$ cat src/rtl/io_gearbox_pkg.sv
// Shared types and helpers for the I/O gearbox pair (serializer and deserializer).
package io_gearbox_pkg;

   typedef enum logic {
      ST_IDLE  = 1'b0,
      ST_SHIFT = 1'b1
   } state_t;

   // Bit-counter width for a word of 'width' bits; never narrower than one bit.
   function automatic int CNT_W(input int width);
      return (width > 1) ? $clog2(width) : 1;
   endfunction

endpackage

$ cat src/rtl/out_ser_gearbox_if.sv
// Parallel word handshake between core logic and the transmit gearbox.
interface out_ser_gearbox_if #(
   parameter int WIDTH = 8
) ();
   logic [WIDTH-1:0] txd;
   logic             txvalid;
   logic             txready;

   modport master (output txd, output txvalid, input txready);
   modport slave  (input txd, input txvalid, output txready);
endinterface

$ cat src/rtl/out_reg_cd.sv
// Single output flop with asynchronous active-low clear to INIT; one per pad-facing output.
module out_reg_cd #(
   parameter bit INIT = 1'b0
) (
   input  logic i_clk,
   input  logic i_rst_n,
   input  logic i_d,
   output logic o_q
);

   logic r_q;

   // Plain D flop, cleared to INIT; nothing sits between r_q and the pad
   always_ff @(posedge i_clk or negedge i_rst_n) begin
      if (!i_rst_n) r_q <= INIT;
      else          r_q <= i_d;
   end

   assign o_q = r_q;

endmodule

$ cat src/rtl/out_ser_gearbox.sv
// Transmit gearbox: takes parallel words on valid/ready and emits them one bit per
// clock on a registered pad output, with registered tristate and frame marker.
module out_ser_gearbox
   import io_gearbox_pkg::*;
#(
   parameter int WIDTH         = 8,
   parameter bit LSB_FIRST     = 1'b1,
   parameter bit IDLE_LEVEL    = 1'b1,
   parameter bit TRISTATE_IDLE = 1'b0
) (
   input  logic                i_sclk,
   input  logic                i_rstn,
   out_ser_gearbox_if.slave    tx,
   output logic                o_q,
   output logic                o_tq,
   output logic                o_frame,
   output logic                o_busy
);

   localparam int             CW   = CNT_W(WIDTH);
   localparam logic [CW-1:0]  LAST = CW'(WIDTH - 1);

   state_t           r_state;
   logic [CW-1:0]    r_cnt;
   logic [WIDTH-1:0] r_sr;
   logic             r_busy;

   logic             w_last;
   logic             w_ready;
   logic             w_xfer;
   logic             w_ld_bit;
   logic [WIDTH-1:0] w_ld_sr;
   logic             w_nx_bit;
   logic [WIDTH-1:0] w_nx_sr;
   logic             w_q_d;
   logic             w_tq_d;
   logic             w_frame_d;

   // Ready depends on state only, so a source may hold valid without a comb loop
   assign w_last     = (r_state == ST_SHIFT) && (r_cnt == LAST);
   assign w_ready    = (r_state == ST_IDLE) || w_last;
   assign w_xfer     = tx.txvalid && w_ready;
   assign tx.txready = w_ready;

   // First bit goes straight to the pad flop on load; the rest is kept in r_sr
   always_comb begin
      if (LSB_FIRST) begin
         w_ld_bit = tx.txd[0];
         w_ld_sr  = tx.txd >> 1;
         w_nx_bit = r_sr[0];
         w_nx_sr  = r_sr >> 1;
      end else begin
         w_ld_bit = tx.txd[WIDTH-1];
         w_ld_sr  = tx.txd << 1;
         w_nx_bit = r_sr[WIDTH-1];
         w_nx_sr  = r_sr << 1;
      end
   end

   // Next values for the pad flops: load, shift, or fall back to idle levels
   always_comb begin
      w_q_d     = IDLE_LEVEL;
      w_tq_d    = TRISTATE_IDLE;
      w_frame_d = 1'b0;
      if (w_xfer) begin
         w_q_d     = w_ld_bit;
         w_tq_d    = 1'b0;
         w_frame_d = 1'b1;
      end else if ((r_state == ST_SHIFT) && !w_last) begin
         w_q_d  = w_nx_bit;
         w_tq_d = 1'b0;
      end
   end

   // Control FSM: counter tracks which bit is on the pad; reload at the last bit streams gap-free
   always_ff @(posedge i_sclk or negedge i_rstn) begin
      if (!i_rstn) begin
         r_state <= ST_IDLE;
         r_cnt   <= '0;
         r_sr    <= '0;
         r_busy  <= 1'b0;
      end else begin
         case (r_state)
            ST_IDLE: begin
               if (w_xfer) begin
                  r_sr    <= w_ld_sr;
                  r_cnt   <= '0;
                  r_state <= ST_SHIFT;
                  r_busy  <= 1'b1;
               end
            end
            ST_SHIFT: begin
               if (w_last) begin
                  if (w_xfer) begin
                     r_sr  <= w_ld_sr;
                     r_cnt <= '0;
                  end else begin
                     r_state <= ST_IDLE;
                     r_busy  <= 1'b0;
                  end
               end else begin
                  r_sr  <= w_nx_sr;
                  r_cnt <= r_cnt + 1'b1;
               end
            end
            default: begin
               r_state <= ST_IDLE;
               r_busy  <= 1'b0;
            end
         endcase
      end
   end

   out_reg_cd #(.INIT(IDLE_LEVEL)) u_q (
      .i_clk(i_sclk), .i_rst_n(i_rstn), .i_d(w_q_d), .o_q(o_q)
   );

   out_reg_cd #(.INIT(TRISTATE_IDLE)) u_tq (
      .i_clk(i_sclk), .i_rst_n(i_rstn), .i_d(w_tq_d), .o_q(o_tq)
   );

   out_reg_cd #(.INIT(1'b0)) u_frame (
      .i_clk(i_sclk), .i_rst_n(i_rstn), .i_d(w_frame_d), .o_q(o_frame)
   );

   assign o_busy = r_busy;

endmodule

$ cat src/flat_wrapper.sv
// flat-port wrapper written by rule: the top's interface ports become plain ports
module out_ser_gearbox_flat import io_gearbox_pkg::*;
#(
   parameter int WIDTH         = 8,
   parameter bit LSB_FIRST     = 1'b1,
   parameter bit IDLE_LEVEL    = 1'b1,
   parameter bit TRISTATE_IDLE = 1'b0
)
  (i_sclk, i_rstn, o_q, o_tq, o_frame, o_busy, tx_txd, tx_txvalid, tx_txready);
  out_ser_gearbox_if #(.WIDTH(WIDTH)) tx_i ();
  input  logic i_sclk;
  input  logic i_rstn;
  output logic o_q;
  output logic o_tq;
  output logic o_frame;
  output logic o_busy;
  input wire logic [$bits(tx_i.txd)-1:0] tx_txd;
  input wire logic [$bits(tx_i.txvalid)-1:0] tx_txvalid;
  output wire logic [$bits(tx_i.txready)-1:0] tx_txready;
  assign tx_i.txd = tx_txd;
  assign tx_i.txvalid = tx_txvalid;
  assign tx_txready = tx_i.txready;
  out_ser_gearbox #(.WIDTH(WIDTH), .LSB_FIRST(LSB_FIRST), .IDLE_LEVEL(IDLE_LEVEL), .TRISTATE_IDLE(TRISTATE_IDLE)) u_core (.i_sclk(i_sclk), .i_rstn(i_rstn), .tx(tx_i), .o_q(o_q), .o_tq(o_tq), .o_frame(o_frame), .o_busy(o_busy));
endmodule
$ cat config.mk
export PLATFORM = sky130hd
export DESIGN_NAME = out_ser_gearbox_flat
export DESIGN_NICKNAME = d
export VERILOG_FILES = /design/src/rtl/io_gearbox_pkg.sv /design/src/rtl/out_ser_gearbox_if.sv /design/src/rtl/out_reg_cd.sv /design/src/rtl/out_ser_gearbox.sv /design/src/flat_wrapper.sv
export SDC_FILE = /design/constraint.sdc
export NUM_CORES = 1
export LEC_CHECK = 0
export CORE_MARGIN = 2
export CORE_UTILIZATION = 43
export DETAILED_ROUTE_END_ITERATION = 12
export PLACE_DENSITY = 0.68
export SETUP_SLACK_MARGIN = 0.05
export SYNTH_ARGS = -nofsm -noshare
export SYNTH_HDL_FRONTEND = slang
export SYNTH_HIERARCHICAL = 1
export SYNTH_SLANG_ARGS = --single-unit
$ cat constraint.sdc
create_clock -name i_sclk -period 1.4 [get_ports i_sclk]
set_input_delay 0.14 -clock i_sclk [delete_from_list [all_inputs] [get_ports i_sclk]]
set_output_delay 0.14 -clock i_sclk [all_outputs]
set_load 0.05 [all_outputs]
==> reports/results.txt, run 1 <==
Largest net degree at the start of global routing = 16
WP data arrival = 1450 ps
Final core occ = 0.650
CTS Buf Count = 3
N_diodes = 0
Post-synthesis compound-gate area fraction = 0.102
CP Max Fanout = 2
CTS root buffer = clkbuf_4
Critical path origin = u_core/r_cnt[1]$_DFF_PN0_
Clock-pin slew on the worst setup and hold paths = 90 ps
Family with the most delay on the worst path = flip-flops
Hold Crit Depth = 3
Layout Cells excl Fill = 109
Cell count after synthesis = 63
Worst hold slack = 424 ps
Crit Reg-Reg Startpoint = u_core/r_cnt[1]$_DFF_PN0_
Die height = 46.0 um
Share of cells above drive strength 1 = 0.402
Post-DP HPWL = 885 um
Int Power = 1420 uW
Mux cell area share after synthesis = 0.105
Largest family of logic cells by synthesized area = simple AND/OR/NAND/NOR gates
Critical Path Start Type = flip-flop
Final Hold Vio Count = 0
Post-Synth Adder-Cell Area = 0.0329
Max cap viols = 0
M2 GR Usage = 0.231
Worst Skew = 0.678 ps
ANT nets after route = 0
Worst setup margin = -192 ps
Sequential Power Share = 0.325
Crit. End Element = output pin
Syn Std Cell Area = 759 um^2
Pins Over Slew Limit = 0
Tightest Hold Check Type = in2reg
Post-Synth XOR/XNOR Area = 0
Num Clock Sinks = 16
RePlAce Congestion = 0.710
Leakage = 0.000521 uW
Gr usage total = 0.164
Full die area = 2120 um^2
Net Switching = 879 uW
GRT overflow = 0
Met1 Resource Use GR = 0.221
Hold_sp = tx_txd[0]
Die W = 46.0 um
Slowest CP cell = dfrtp_1
Syn Nets = 76
Worst Setup Path Type = reg2out
Vias per cell = 4.89
Cell taking the most area after synthesis = dfrtp_1
Instance count on the critical path = 5
Avg Cell Area, Syn = 12.1 um^2
Max VDD drop = 0.940 mV
IO buf count = 15
1st-pass router iterations = 4
Ports = 16
Initial antenna violation count = 0
Switching share of power = 0.383
Synth cell types = 19
Final-report setup violation count = 14
Reg2Reg Depth = 8
DRC viols = 0
Layout area overhead = 44.5%
Placed instance count = 98
Final period util = 1.14
Initial DRC count = 3
First-pass GRT wire length = 2.38 mm
Post-layout min period = 1590 ps
Failing checks = setup timing
Row cnt = 15
CTS tree = yes
Worst path buffer plus inverter count = 2
Max Fclk = 628 MHz
Number of global-route vias before repair = 524
Required @ worst endpoint = 1260 ps
Vias = 533
Power per Cell Area = 2090 nW/um^2
Synth warn = 6
Clock buffer depth = 2
Average wire per standard cell = 12.9 um
Largest stage delay, worst path = 400 ps
Sequential share of the synthesized area = 0.529
Synth top area cells = dfrtp_1 (49%), mux2i_1 (11%), o21ai_2 (8.1%)
Fillers = 129
Initial core utilization = 0.450
RSZ-0062 raised after global routing = yes
Net count, final = 106
Critical-path cell list = ha_2 -> ha_4 -> nor2b_4 -> inv_12 -> buf_12
Combinational share of power = 0.542
Clk pwr share = 0.133
GR Util met3 = 0.0437
Post-synthesis register bit count = 16
Yosys top cell area share = 0.494
Simple-gate share of the synthesized area = 0.137
Top Usage Layer GRT = met2
Placeable Area = 1690 um^2
Clock latency on the worst-skew pair = 290 ps
WL final = 1.40 mm
Outcome = complete, but fails checks
H-Tree Depth = 1
==> layout by cell type (no fill, tap or decap), types with 2 or more instances in the layout <==
cell,synthesis,layout
dfrtp_1,15,15
buf_4,1,12
nand2_1,11,11
clkdlybuf4s50_1,0,10
mux2i_1,8,8
o21ai_2,7,7
clkbuf_4,0,3
buf_12,2,3
inv_1,3,3
nand3b_1,2,2
a21oi_1,2,2
buf_6,0,2
==> state kept, by name (all words and copies together), names as in the netlist <==
name,flops
u_core/r_sr,8
u_core/u_tq/o_q,1
u_core/u_q/o_q,1
u_core/r_state,1
u_core/o_busy,1
u_core/r_cnt,3
u_core/u_frame/o_q,1
==> cells by family after synthesis <==
group | Yosys count
other | 1
AOI/OAI and AO/OA | 10
and+or+nand+nor | 19
buffers and inverters | 7
DFF | 16
muxes | 8
adders and majority gates | 2
==> tightest hold or removal path: stages <==
cell and delay [ps]:
clkdlybuf4s50_1 390, inv_1 90, a31oi_4 90
==> through the flow <==
step | area (um^2) | TNS (ps) | power, uW | setup slack, ps
6_report | 1100 | -1580 | 2290 | -192
3_5_place_dp | 951 | -151 | 1680 | -39.9
5_1_grt | 1100 | -2680 | 2460 | -259
4_1_cts | 1050 | -830 | 2140 | -195
2_1_floorplan | 769 | 0 | 1450 | 52.4
3_3_place_gp | 951 | 0 | 1660 | 6.01
==> routing by layer <==
metal / routed length, um / share of wire
met1: 617 / 0.44
met2: 714 / 0.51
met3: 48 / 0.034
met4: 25 / 0.018
met5: 0 / 0
==> power groups by stage <==
| stage | sequential, uW | combinational (uW) | clock (uW) |
|---|---|---|---|
| final | 746 | 1240 | 306 |
| after global routing | 766 | 1350 | 343 |
| after CTS | 735 | 1080 | 322 |
| after global placement | 732 | 924 | 0 |
| after floorplan | 815 | 634 | 0 |
| after detailed placement | 738 | 937 | 0 |
==> path summary, 6_finish.rpt <==
path,to,slack [ps]
max in group asynchronous,u_core/u_q/o_q$_DFF_PN1_,410
min in group asynchronous,u_core/r_sr[0]$_DFF_PN0_,540
hold / removal,u_core/u_q/o_q$_DFF_PN1_,420
hold reg to reg,u_core/r_sr[6]$_DFF_PN0_,490
setup / recovery,tx_txready,-190
setup reg to reg,u_core/r_cnt[2]$_DFF_PN0_,-150
==> cell usage after synthesis <==
master,instances
dfrtp_1,15
nand2_1,11
mux2i_1,8
o21ai_2,7
inv_1,3
a21oi_1,2
buf_12,2
ha_1,2
nand3b_1,2
nor2_1,2
a31oi_1,1
and2_1,1
buf_4,1
conb_1,1
dfstp_2,1
inv_6,1
nand2_2,1
nand2b_4,1
nor2b_4,1
==> area by class of cell <==
class	count	area (um^2)	share of cell area
multi-input cells	40	328	0.299
repair buffers	28	283	0.258
inverters	4	27.5	0.0251
flip-flops and latches	16	402	0.366
clock buffers	4	36.3	0.0331
well taps	17	21.3	0.0194
==> repair_timing <==
action / 4_1_cts / 5_1_grt
hold buffers: 1 / 0
setup endpoints to repair: 11 / 15
buffers inserted: 4 / 3
pin swaps: 2 / 2
endpoints found under the hold margin: 1 / 0
gates resized for setup: 5 / 6
(Power assumes the default switching activity.)
==> run 2: changes to the inputs <==
==> constraint.sdc (replaced) <==
create_clock -name i_sclk -period 1.4 [get_ports i_sclk]
set_input_delay 0.14 -clock i_sclk [delete_from_list [all_inputs] [get_ports i_sclk]]
set_output_delay 0.14 -clock i_sclk [all_outputs]
set_load 0.1 [all_outputs]
==> reports/results.txt, run 2 (synthesis results as in run 1) <==
RePlAce Congestion = 0.733 (+3.3%)
Layout area overhead = 56.7%
1st-pass router iterations = 5 (+1)
Gr usage total = 0.151 (-0.0130)
Most common cell after layout, fill and taps aside = dfrtp_1
N_diodes = 0 (unchanged)
Largest stage delay, worst path = 410 ps (about the same)
RSZ-0062 raised after global routing = yes
Clock-pin slew on the worst setup and hold paths = 90 ps (about the same)
Outcome = complete, but fails checks
ANT nets after route = 0 (unchanged)
Vias per cell = 4.95 (+1.3%)
Num Clock Sinks = 16 (unchanged)
Fillers = 124 (-3.9%)
Pins Over Slew Limit = 0 (unchanged)
Number of global-route vias before repair = 513 (-2.1%)
Share of cells above drive strength 1 = 0.435 (+0.0326)
Crit Reg-Reg Startpoint = u_core/r_cnt[1]$_DFF_PN0_
Final period util = 1.17 (+0.0377)
Average wire per standard cell = 13.4 um (+4.1%)
Worst Setup Path Type = reg2out
R2r setup slk = -180 ps (-30 ps)
Placeable Area = 1690 um^2 (unchanged)
Final-report setup violation count = 15 (+1)
Critical-path cell list = ha_2 -> ha_4 -> nor2b_4 -> buf_12 -> inv_16 -> buf_16
Worst Skew = 0.663 ps (-0.0157 ps)
Initial antenna violation count = 0 (unchanged)
Clock buffer depth = 2 (unchanged)
IO buf count = 15 (unchanged)
Final Hold Vio Count = 0 (unchanged)
Row cnt = 15 (unchanged)
Power per Cell Area = 2280 nW/um^2 (+9.2%)
Slowest CP cell = dfrtp_1
Commonest non-fill, non-tap cells in the layout = dfrtp_1 (15), nand2_1 (11), clkdlybuf4s50_1 (10)
Full die area = 2120 um^2 (unchanged)
Worst flop-to-flop path endpoint = u_core/r_cnt[0]$_DFF_PN0_
Worst hold slack = 167 ps (-256 ps)
WL final = 1.46 mm (+4.1%)
First-pass GRT wire length = 2.17 mm (-9.0%)
Regs by FF count = u_core/r_sr (8), u_core/r_cnt (3)
H-Tree Depth = 1 (unchanged)
Post-DP HPWL = 903 um (+2.0%)
Net count, final = 106 (unchanged)
DRC viols = 0 (unchanged)
CTS root buffer = clkbuf_4
CTS Buf Count = 3 (unchanged)
Ports = 16 (unchanged)
Initial core utilization = 0.450 (unchanged)
Most flop-heavy register = u_core/r_sr
Post-layout min period = 1640 ps (+52.8 ps)
Die height = 46.0 um (unchanged)
Dpl ws = 3.25 ps (+43.2 ps)
Initial DRC count = 5 (+2)
Clock latency on the worst-skew pair = 280 ps (about the same)
Largest net degree at the start of global routing = 17 (+1)
Largest register FFs = 8 (unchanged)
Leakage = 0.000560 uW (+7.5%)
Crit. End Element = output pin
Max VDD drop = 1.28 mV (+36%)
GRT overflow = 0 (unchanged)
Reg2Reg Depth = 9 (+1)
Required @ worst endpoint = 1260 ps (about the same)
CTS tree = yes
Hold_buf cts = 0 (-1)
Failing checks = setup timing
Max cap viols = 0 (unchanged)
Die W = 46.0 um (unchanged)
Max Fclk = 608 MHz (-3.2%)
WP data arrival = 1500 ps (+50 ps)
CP Max Fanout = 2 (unchanged)
Tightest Hold Check Type = in2async
Vias = 540 (+1.3%)
Critical Path Start Type = flip-flop
Worst setup margin = -244 ps (-52.8 ps)
run 2: final cells by class:
cell class / instances / area, um^2 / share of cell area
timing repair buffer: 28 / 367 / 0.308
clock buffer: 4 / 36.3 / 0.0305
tap: 17 / 21.3 / 0.0179
multi-input combinational: 40 / 333 / 0.280
sequential: 16 / 402 / 0.338
inverter: 4 / 31.3 / 0.0263
run 2: worst max path at each step:
| stage | startpoint | slack (ps) | end |
|---|---|---|---|
| final | u_core/r_cnt[1]$_DFF_PN0_ | -240 | tx_txready |
| after global routing | u_core/r_cnt[1]$_DFF_PN0_ | -320 | tx_txready |
| after CTS | u_core/r_cnt[1]$_DFF_PN0_ | -240 | tx_txready |
| after detailed placement | u_core/r_cnt[0]$_DFF_PN0_ | 3 | tx_txready |
| after global placement | u_core/r_cnt[0]$_DFF_PN0_ | 40 | tx_txready |
| after floorplan | u_core/r_cnt[0]$_DFF_PN0_ | 50 | u_core/u_frame/o_q$_DFF_PN0_ |
run 2: report_power, final:
part / total, uW / internal (uW) / switching, uW
Combinational: 1660 / 819 / 844
Clock: 304 / 158 / 146
Sequential: 749 / 630 / 119
run 2: timing repair:
action                                  in CTS  in global routing
pin swaps                                    2                  3
endpoints found under the setup margin       9                 15
setup buffers                                3                  4
cloned                                       0                  1
gates resized for setup                      1                 13
run 2: worst max-delay path, delay by kind of cell (launching register included):
family | cells | cell delay (ps)
buffers and inverters | 3 | 310
adder cells (fa/ha/maj) | 2 | 370
flip-flops | 1 | 410
AND/OR/NAND/NOR | 1 | 120
run 2: metrics by stage:
stage                     utilization  TNS, ps  instance area [um^2]  std cells  power [uW]
final                           0.704    -2120                  1190        109        2720
after global routing            0.704    -3080                  1190        109        2880
after CTS                       0.637    -1060                  1080        104        2380
after detailed placement        0.598        0                  1010         97        1980
after global placement          0.598        0                  1010         97        1960
after floorplan                     -        0                   786         63        1660
run 2: per-layer routing:
layer	share of wire	vias to the layer above	global-route usage
li1	-	265	-
met1	0.46	263	0.188
met2	0.50	10	0.228
met3	0.029	2	0.0476
met4	0.0075	0	0.0857
met5	0	-	0
==> run 3: changes to the inputs <==
Settings changed: CORE_MARGIN 2 to unset, CORE_UTILIZATION 43 to 46, CTS_BUF_LIST set to sky130_fd_sc_hd__clkbuf_2, GPL_ROUTABILITY_DRIVEN set to 1, PLACE_DENSITY 0.68 to 0.72.
==> reports/results.txt, run 3 (synthesis results as in run 1) <==
Outcome = complete, but fails checks
Failing checks = setup timing
Clock buffer depth = 2 (unchanged)
RePlAce Congestion = 0.732 (-0.22%)
Max VDD drop = 1.55 mV (+21%)
Multi-input logic area = 358 um^2 (+7.5%)
Die W = 42.6 um (-7.4%)
Clock latency on the worst-skew pair = 290 ps (about the same)
Die height = 42.6 um (-7.4%)
Share of cells above drive strength 1 = 0.472 (+0.0371)
CTS tree = yes
WP data arrival = 1500 ps (about the same)
Most flop-heavy register = u_core/r_sr
Placeable Area = 1520 um^2 (-9.8%)
Num Clock Sinks = 16 (unchanged)
Regs by FF count = u_core/r_sr (8), u_core/r_cnt (3)
Row cnt = 14 (-1)
Post-DP Area = 1050 um^2 (+3.6%)
CTS root buffer = clkbuf_2
Post-DP HPWL = 907 um (+0.49%)
Number of global-route vias before repair = 531 (+3.5%)
Slowest CP cell = dfrtp_1
Layout area overhead = 55.2%
Commonest non-fill, non-tap cells in the layout = dfrtp_1 (15), clkdlybuf4s50_1 (10), buf_12 (9)
N_diodes = 0 (unchanged)
M2 GR Usage = 0.258 (+0.0298)
DRC viols = 0 (unchanged)
First-pass GRT wire length = 2.39 mm (+11%)
Final period util = 1.17 (-0.00483)
H-Tree Depth = 1 (unchanged)
Largest stage delay, worst path = 410 ps (about the same)
Pins Over Slew Limit = 0 (unchanged)
Dpl ws = 40.4 ps (+37.2 ps)
Largest net degree at the start of global routing = 17 (unchanged)
R2r setup slk = -170 ps (about the same)
Net count, final = 103 (-2.8%)
Post-layout min period = 1640 ps (-6.77 ps)
CP Max Fanout = 2 (unchanged)
Most common cell after layout, fill and taps aside = dfrtp_1
Power per Cell Area = 2240 nW/um^2 (-2.0%)
Worst flop-to-flop path endpoint = u_core/u_q/o_q$_DFF_PN1_
Full die area = 1820 um^2 (-14%)
Final Hold Vio Count = 0 (unchanged)
Required @ worst endpoint = 1260 ps (about the same)
Vias per cell = 5.01 (+1.1%)
CTS Buf Count = 3 (unchanged)
Sequential cell area = 402 um^2 (unchanged)
Top Usage Layer GRT = met1
Critical-path cell list = ha_2 -> ha_4 -> nor2b_4 -> buf_12 -> inv_16 -> buf_16
Final-report setup violation count = 15 (unchanged)
Worst setup margin = -238 ps (+6.77 ps)
Leakage = 0.000549 uW (-2.1%)
Met1 Resource Use GR = 0.263 (+0.0741)
WL final = 1.46 mm (about the same)
Largest register FFs = 8 (unchanged)
IO buf count = 15 (unchanged)
TNS Setup = -2020 ps (+103 ps)
Average wire per standard cell = 13.9 um (+3.7%)
Max Fclk = 611 MHz (+0.41%)
Critical Path Start Type = flip-flop
Tightest Hold Check Type = in2async
Initial antenna violation count = 0 (unchanged)
Fillers = 100 (-19%)
GRT overflow = 0 (unchanged)
1st-pass router iterations = 2 (-3)
Crit Reg-Reg Startpoint = u_core/r_cnt[1]$_DFF_PN0_
Clock-pin slew on the worst setup and hold paths = 160 ps (+70 ps)
Layout Cells excl Fill = 105 (-3.7%)
GR Util met3 = 0.0259 (-0.0218)
Crit. End Element = output pin
ANT nets after route = 0 (unchanged)
Vias = 526 (-2.6%)
Hold_buf cts = 0 (unchanged)
Max cap viols = 0 (unchanged)
Worst Skew = 13.2 ps (+12.5 ps)
Family with the most delay on the worst path = flip-flops
RSZ-0062 raised after global routing = yes
Initial DRC count = 14 (+9)
Final Cell Area = 1180 um^2 (-0.95%)
Gr usage total = 0.180 (+0.0294)
Initial core utilization = 0.498 (+0.0487)
Ports = 16 (unchanged)
Worst path buffer plus inverter count = 3 (unchanged)
Final core occ = 0.773 (+0.0690)
Reg2Reg Depth = 9 (unchanged)
Worst Setup Path Type = reg2out
Placed instance count = 96 (-1.0%)
[run 3: cell types whose count changed in the layout (fill, tap and decap cells not counted), sizes merged]
cell    before  now
buf         17   15
clkbuf       5    3
clkinv       0    1
[run 3: metrics by stage]
stage / hold WS [ps] / power (uW)
global route: 163 / 2780
global placement: 464 / 2060
detailed placement: 468 / 2100
floorplan: -156 / 1660
finish: 143 / 2640
CTS: 136 / 2400
[run 3: area by class of cell]
cell class,instances,share of cell area
clock buffers,3,0.0127
clock inverters,1,0.00318
inverters,4,0.0265
multi-input cells,40,0.304
flip-flops and latches,16,0.341
well taps,16,0.0170
repair buffers,25,0.296
[run 3: worst max path at each step]
| stage | from | endpoint | slack (ps) | cells after the start |
|---|---|---|---|---|
| floorplan | u_core/r_cnt[0]$_DFF_PN0_ | u_core/u_frame/o_q$_DFF_PN0_ | 50 | 6 |
| global placement | u_core/r_cnt[0]$_DFF_PN0_ | tx_txready | 70 | 6 |
| detailed placement | u_core/r_cnt[0]$_DFF_PN0_ | tx_txready | 40 | 6 |
| CTS | u_core/r_cnt[1]$_DFF_PN0_ | tx_txready | -250 | 6 |
| global route | u_core/r_cnt[0]$_DFF_PN0_ | tx_txready | -300 | 6 |
| finish | u_core/r_cnt[1]$_DFF_PN0_ | tx_txready | -240 | 6 |
[run 3: timing repair]
| item | CTS | global route |
|---|---|---|
| buffers inserted | 3 | 2 |
| endpoints found under the hold margin | 0 | 0 |
| cloned | 0 | 0 |
| pin swaps | 2 | 5 |
| endpoints found under the setup margin | 4 | 15 |
| gates resized for setup | 1 | 18 |
[run 3: per-layer routing]
layer | up-vias | wire [um]
li1 | 256 | -
met1 | 261 | 645
met2 | 7 | 776
met3 | 2 | 23
met4 | 0 | 15
met5 | - | 0
[run 3: where the power goes]
group          internal, uW  switching, uW  total [uW]
sequential              629            127         756
combinational           808            866        1670
clock                  62.1            145         207
